==> src/rtl/cmd_response_receiver.sv <==
// SD CMD-line response receiver: waits for a start bit, shifts in an N-bit frame MSB-first,
// and flags end-bit and CRC7 errors. The CRC7 engine is built only when CMD_RX_CRC7_EN is defined.
module cmd_response_receiver #(
  parameter int N        = 48,
  parameter int CRC_SKIP = 0,
  parameter int TIMEOUT  = 64
) (
  input  logic         sd_clock,
  input  logic         reset,
  input  logic         enable,
  input  logic         serial,
  output logic [N-1:0] parallel,
  output logic         complete,
  output logic         timeout,
  output logic         crc_error,
  output logic         end_error,
  output logic         busy
);
  localparam int CW = $clog2(N);
  localparam int TW = (TIMEOUT > 1) ? $clog2(TIMEOUT) : 1;
  localparam logic [CW-1:0] LAST_BIT  = CW'(N - 1);
  localparam logic [TW-1:0] TIMER_MAX = TW'(TIMEOUT - 1);

  typedef enum logic [1:0] {
    S_IDLE       = 2'd0,
    S_WAIT_START = 2'd1,
    S_RECEIVE    = 2'd2,
    S_DONE       = 2'd3
  } state_t;

  state_t        r_state, w_state_nxt;
  logic [N-1:0]  r_shift, w_shift_nxt;
  logic [CW-1:0] r_count, w_count_nxt;
  logic [TW-1:0] r_timer, w_timer_nxt;
  logic [N-1:0]  r_parallel, w_parallel_nxt;
  logic          r_enable_d;
  logic          r_complete, w_complete_nxt;
  logic          r_timeout, w_timeout_nxt;
  logic          r_crc_error, w_crc_error_nxt;
  logic          r_end_error, w_end_error_nxt;
  logic          r_busy, w_busy_nxt;
  logic          w_arm;
  logic          w_crc_mismatch;

  assign w_arm = enable & ~r_enable_d;

`ifdef CMD_RX_CRC7_EN
  logic [6:0] r_crc, w_crc_nxt;
  logic       w_crc_window;

  function automatic logic [6:0] crc7_step(input logic [6:0] crc, input logic bit_in);
    logic fb;
    fb = crc[6] ^ bit_in;
    return {crc[5:0], 1'b0} ^ (fb ? 7'h09 : 7'h00);
  endfunction

  // r_count is the number of bits already received, i.e. frame bit N-1-r_count is on the line
  assign w_crc_window   = (int'(r_count) >= CRC_SKIP) && (int'(r_count) <= N - 9);
  assign w_crc_mismatch = (r_crc != r_shift[6:0]);

  // CRC next value; a zero start bit entering a cleared register leaves it zero
  always_comb begin
    w_crc_nxt = r_crc;
    if ((r_state == S_WAIT_START) && !serial) begin
      w_crc_nxt = 7'd0;
    end else if ((r_state == S_RECEIVE) && w_crc_window) begin
      w_crc_nxt = crc7_step(r_crc, serial);
    end else begin
      w_crc_nxt = r_crc;
    end
  end

  // CRC register
  always_ff @(posedge sd_clock) begin
    if (reset) begin
      r_crc <= 7'd0;
    end else begin
      r_crc <= w_crc_nxt;
    end
  end
`else
  assign w_crc_mismatch = 1'b0;
`endif

  // Next-state and next-output logic
  always_comb begin
    w_state_nxt     = r_state;
    w_shift_nxt     = r_shift;
    w_count_nxt     = r_count;
    w_timer_nxt     = r_timer;
    w_parallel_nxt  = r_parallel;
    w_complete_nxt  = 1'b0;
    w_timeout_nxt   = 1'b0;
    w_crc_error_nxt = r_crc_error;
    w_end_error_nxt = r_end_error;
    case (r_state)
      S_IDLE: begin
        if (w_arm) begin
          w_state_nxt = S_WAIT_START;
          w_timer_nxt = '0;
        end else begin
          w_state_nxt = S_IDLE;
        end
      end
      S_WAIT_START: begin
        if (!enable) begin
          w_state_nxt = S_IDLE;
        end else if (!serial) begin
          w_state_nxt     = S_RECEIVE;
          w_shift_nxt     = {{(N-1){1'b0}}, serial};
          w_count_nxt     = CW'(1);
          w_crc_error_nxt = 1'b0;
          w_end_error_nxt = 1'b0;
        end else if (r_timer == TIMER_MAX) begin
          w_state_nxt   = S_IDLE;
          w_timeout_nxt = 1'b1;
        end else begin
          w_timer_nxt = r_timer + TW'(1);
        end
      end
      S_RECEIVE: begin
        if (!enable) begin
          w_state_nxt = S_IDLE;
        end else begin
          w_shift_nxt = {r_shift[N-2:0], serial};
          w_count_nxt = r_count + CW'(1);
          // The end-bit sample loads the outputs so they are valid throughout DONE
          if (r_count == LAST_BIT) begin
            w_state_nxt     = S_DONE;
            w_parallel_nxt  = {r_shift[N-2:0], serial};
            w_complete_nxt  = 1'b1;
            w_end_error_nxt = ~serial;
            w_crc_error_nxt = w_crc_mismatch;
          end else begin
            w_state_nxt = S_RECEIVE;
          end
        end
      end
      S_DONE: begin
        w_state_nxt = S_IDLE;
      end
      default: begin
        w_state_nxt = S_IDLE;
      end
    endcase
    w_busy_nxt = (w_state_nxt == S_WAIT_START) || (w_state_nxt == S_RECEIVE);
  end

  // State, datapath and registered outputs
  always_ff @(posedge sd_clock) begin
    if (reset) begin
      r_state     <= S_IDLE;
      r_shift     <= '0;
      r_count     <= '0;
      r_timer     <= '0;
      r_parallel  <= '0;
      r_enable_d  <= 1'b0;
      r_complete  <= 1'b0;
      r_timeout   <= 1'b0;
      r_crc_error <= 1'b0;
      r_end_error <= 1'b0;
      r_busy      <= 1'b0;
    end else begin
      r_state     <= w_state_nxt;
      r_shift     <= w_shift_nxt;
      r_count     <= w_count_nxt;
      r_timer     <= w_timer_nxt;
      r_parallel  <= w_parallel_nxt;
      r_enable_d  <= enable;
      r_complete  <= w_complete_nxt;
      r_timeout   <= w_timeout_nxt;
      r_crc_error <= w_crc_error_nxt;
      r_end_error <= w_end_error_nxt;
      r_busy      <= w_busy_nxt;
    end
  end

  assign parallel  = r_parallel;
  assign complete  = r_complete;
  assign timeout   = r_timeout;
  assign crc_error = r_crc_error;
  assign end_error = r_end_error;
  assign busy      = r_busy;
endmodule

==> config.mk <==
export PLATFORM = sky130hd
export DESIGN_NAME = cmd_response_receiver
export DESIGN_NICKNAME = d
export VERILOG_FILES = /design/src/rtl/cmd_response_receiver.sv
export SDC_FILE = /design/constraint.sdc
export NUM_CORES = 1
export LEC_CHECK = 0
export CAP_MARGIN = 30
export CORE_UTILIZATION = 54
export DETAILED_ROUTE_END_ITERATION = 10
export GPL_TIMING_DRIVEN = 0
export PLACE_DENSITY_LB_ADDON = 0.3
export SYNTH_ARGS = -nofsm -noshare
export SYNTH_HDL_FRONTEND = slang
export SYNTH_SLANG_ARGS = --single-unit
==> constraint.sdc <==
create_clock -name sd_clock -period 1.7 [get_ports sd_clock]
set_input_delay 0.34 -clock sd_clock [delete_from_list [all_inputs] [get_ports sd_clock]]
set_output_delay 0.34 -clock sd_clock [all_outputs]
set_load 0.03 [all_outputs]
==> impl_metrics.py <==
metrics = {
    "route": {
        "vias": 3848,
        "drc": 0,
        "drt-initial-drc-count": 190,
        "first_pass_iters": 6,
        "final_antenna_net_count": 0,
        "routed_wl_um": 10400,
        "wl_per_cell_um": 15.1,
        "via_per_inst": 5.57,
    },
    "timing": {
        "skew_ns": 0.0120,
        "maxSlewHeadroom": 0.660,
        "setup_viol": 0,
        "tightest_slew_ns": 0.510,
        "period_minus_slack_ns": 1.68,
        "drv_slew": 0,
        "post-route-period-util": 0.990,
        "fmax_mhz": 594,
        "hold_violations": 0,
    },
    "place": {
        "dp_cells": 652,
        "io_buffers": 54,
        "place.gp.congestion": 0.794,
        "dp_hpwl_um": 6380,
    },
    "clock_network": {
        "clk_pin_slew_worst_paths_ns": 0.06,
        "cts_buffers": 17,
        "cts_tree": "built",
        "clockRootBuffer": "clkbuf_8",
        "cts_buffer_depth": 2,
        "holdBufCountCts": 0,
        "ctsHtreeMaxLevel": 4,
        "clock-sinks": 114,
        "insertion_delay_ns": 0.52,
    },
    "global_routing": {
        "grt_pass1_wl_um": 17100,
        "grtUsageTotal": 0.267,
        "overflow": 0,
        "grt_pass1_vias": 3619,
        "grt_start_max_net_pins": 17,
        "antenna_found_initial": 0,
    },
    "floorplanning": {
        "die-area_mm2": 0.00808,
        "design.core.area_mm2": 0.00737,
        "initial_utilization": 0.566,
        "ios": 57,
        "die_w_um": 89.9,
        "die_y_um": 89.9,
        "num_rows": 31,
    },
    "synth": {
        "postSynthCellCount": 499,
        "syn-cell-area_mm2": 0.00417,
        "ys.warnings.count": 0,
        "yosysTopAreaCell": "dfxtp_1",
        "ys_types": 38,
        "synth_top_area_share": 0.547,
        "syn_nets": 505,
        "synth-seq-cells": 114,
        "synth-seq-area-share": 0.547,
        "synth.avg_cell_area_um2": 8.35,
        "synthTopCellsByArea": "dfxtp_1, nand2_1, a21oi_1, nand3_1, a22oi_1",
    },
    "power_and_ir_drop": {
        "seqPwrFrac": 0.411,
        "power.share.switching": 0.218,
        "switchingPower_w": 0.00143,
        "cell_internal_pwr_w": 0.00511,
        "p_per_area_mw_per_mm2": 1190,
        "p_leak_nw": 2.15,
        "ir_drop_mv": 0.748,
        "combPwrFrac": 0.024,
        "p_clk_frac": 0.565,
        "power_w": 0.00654,
    },
    "status": {
        "status": "completed",
    },
    "setup_path": {
        "worst_setup_path_start_kind": "register",
        "critical_path.max_fanout": 7,
        "slowest_delay_ns": 0.34,
        "cp.arrival_ns": 2.06,
        "required_ns": 2.07,
        "crit_top_cell": "buf_4",
        "crit_type": "reg -> reg",
        "critical_path.endpoint_type": "register",
        "r2r_start": "r_count[0]$_SDFFE_PP0P_",
        "cp-startpoint": "r_count[0]$_SDFFE_PP0P_",
        "cp_slowest_cell": "dfxtp_2",
        "path_cells": "ha_1 -> and3_1 -> and4b_1 -> buf_4 -> buf_6 -> buf_4 -> nand2_1 -> a21oi_1",
    },
    "cells_and_area": {
        "layout_commonest_cell": "nand2_1",
        "final_cells": 691,
        "area.growth.synth_to_final_pct": 31.3,
        "drive_gt1_frac": 0.120,
        "num_antenna_cells": 0,
        "fin_nets": 585,
        "final_cell_mix": "nand2_1, dfxtp_1, a21oi_1",
        "utilization": 0.743,
    },
    "hold_path": {
        "hold_start": "serial",
        "hp-class": "in -> reg",
    },
    "run": {
        "maxCapViolCount": 0,
    },
}
[cells by family (layout without fill, tap and decap cells)]
group | after synthesis | count (layout) | share of synthesized area
multiplexers | 1 | 1 | 0.00270
flip-flops | 114 | 114 | 0.547
AND/OR/NAND/NOR | 214 | 214 | 0.226
XOR/XNOR | 3 | 3 | 0.00630
AO/OA/AOI/OAI | 121 | 121 | 0.167
adder cells (fa/ha/maj) | 2 | 2 | 0.00600
buffers and inverters | 43 | 136 | 0.0444
other | 1 | 1 | 0.000899
[power by group through the flow]
stage	Clock [W]	Sequential, W	Combinational [W]
after floorplan	0	0.00275	0.0000968
after global placement	0	0.00274	0.000144
after detailed placement	0	0.00274	0.000145
after CTS	0.00372	0.00269	0.000147
after global routing	0.00386	0.00269	0.000169
final	0.00370	0.00269	0.000156
[through the flow]
stage               TNS [ns]  setup slack [ns]  cell area, um2  hold WS [ns]
floorplan                  0             0.185            4170         0.432
detailed placement    -43.12            -0.517            4830         0.445
global placement      -43.07            -0.513            4830         0.442
CTS                        0          0.000253            5410         0.357
finish                     0            0.0176            5480         0.367
global route           -1.22           -0.0653            5480         0.380
[synthesized netlist by cell type]
library cell,number
a211oi_1,1
a21boi_0,3
a21boi_1,1
a21o_1,1
a21oi_1,83
a22oi_1,18
and3_1,2
and3b_1,1
and4b_1,2
buf_1,1
buf_2,7
buf_4,2
buf_6,1
clkbuf_1,31
conb_1,1
dfxtp_1,114
ha_1,2
inv_1,1
mux2_2,1
nand2_1,130
nand2b_1,3
nand3_1,35
nand4b_1,1
nor2_1,26
nor2b_1,4
nor3b_4,1
nor4b_1,1
o211ai_1,3
o21ai_0,4
o21ai_2,1
o311ai_0,1
o31ai_1,4
o41ai_1,1
or2_1,1
or3_1,2
or4_1,4
or4b_1,1
xor2_1,3
[repair_timing]
action                     CTS  global route
setup buffers                1             6
resized for setup           64            21
pin swaps                    1             0
setup endpoints to repair  128            91
hold endpoints to repair     0             0
[registers in the layout, summed over array words and instances (netlist names)]
signal / flops
r_enable_d: 1
r_state: 2
parallel: 48
timeout: 1
r_shift: 47
complete: 1
r_timer: 6
r_count: 6
busy: 1
end_error: 1
[worst paths after layout]
kind	cells after the start	slack, ns	to
worst min-delay path	3	0.37	parallel[0]$_SDFFE_PP0P_
worst max register to register	8	0.02	parallel[47]$_SDFFE_PP0P_
worst min register to register	2	0.45	parallel[16]$_SDFFE_PP0P_
worst max-delay path	8	0.02	parallel[47]$_SDFFE_PP0P_
[critical path, delay by kind of cell (launching register included)]
kind	cells	cell delay (ns)
AND/OR/NAND/NOR	3	0.49
buffers and inverters	3	0.43
flip-flops	1	0.34
adder cells (fa/ha/maj)	1	0.23
AO/OA/AOI/OAI	1	0.05
[metal layers]
layer	GRT usage	up-vias	wire [um]
met3	0.0753	15	575
met1	0.330	1865	4500
met5	0	-	0
li1	-	1852	-
met2	0.440	116	5220
met4	0.112	0	153
[final cells by class]
type	count	area, um2
multi-input combinational	342	1700
clock inverter	15	205
sequential	114	2290
fill	556	1890
inverter	1	3.75
timing repair buffer	61	527
buffer	42	210
clock buffer	17	414
tap	99	124
Power figures use the tool's default switching activity.
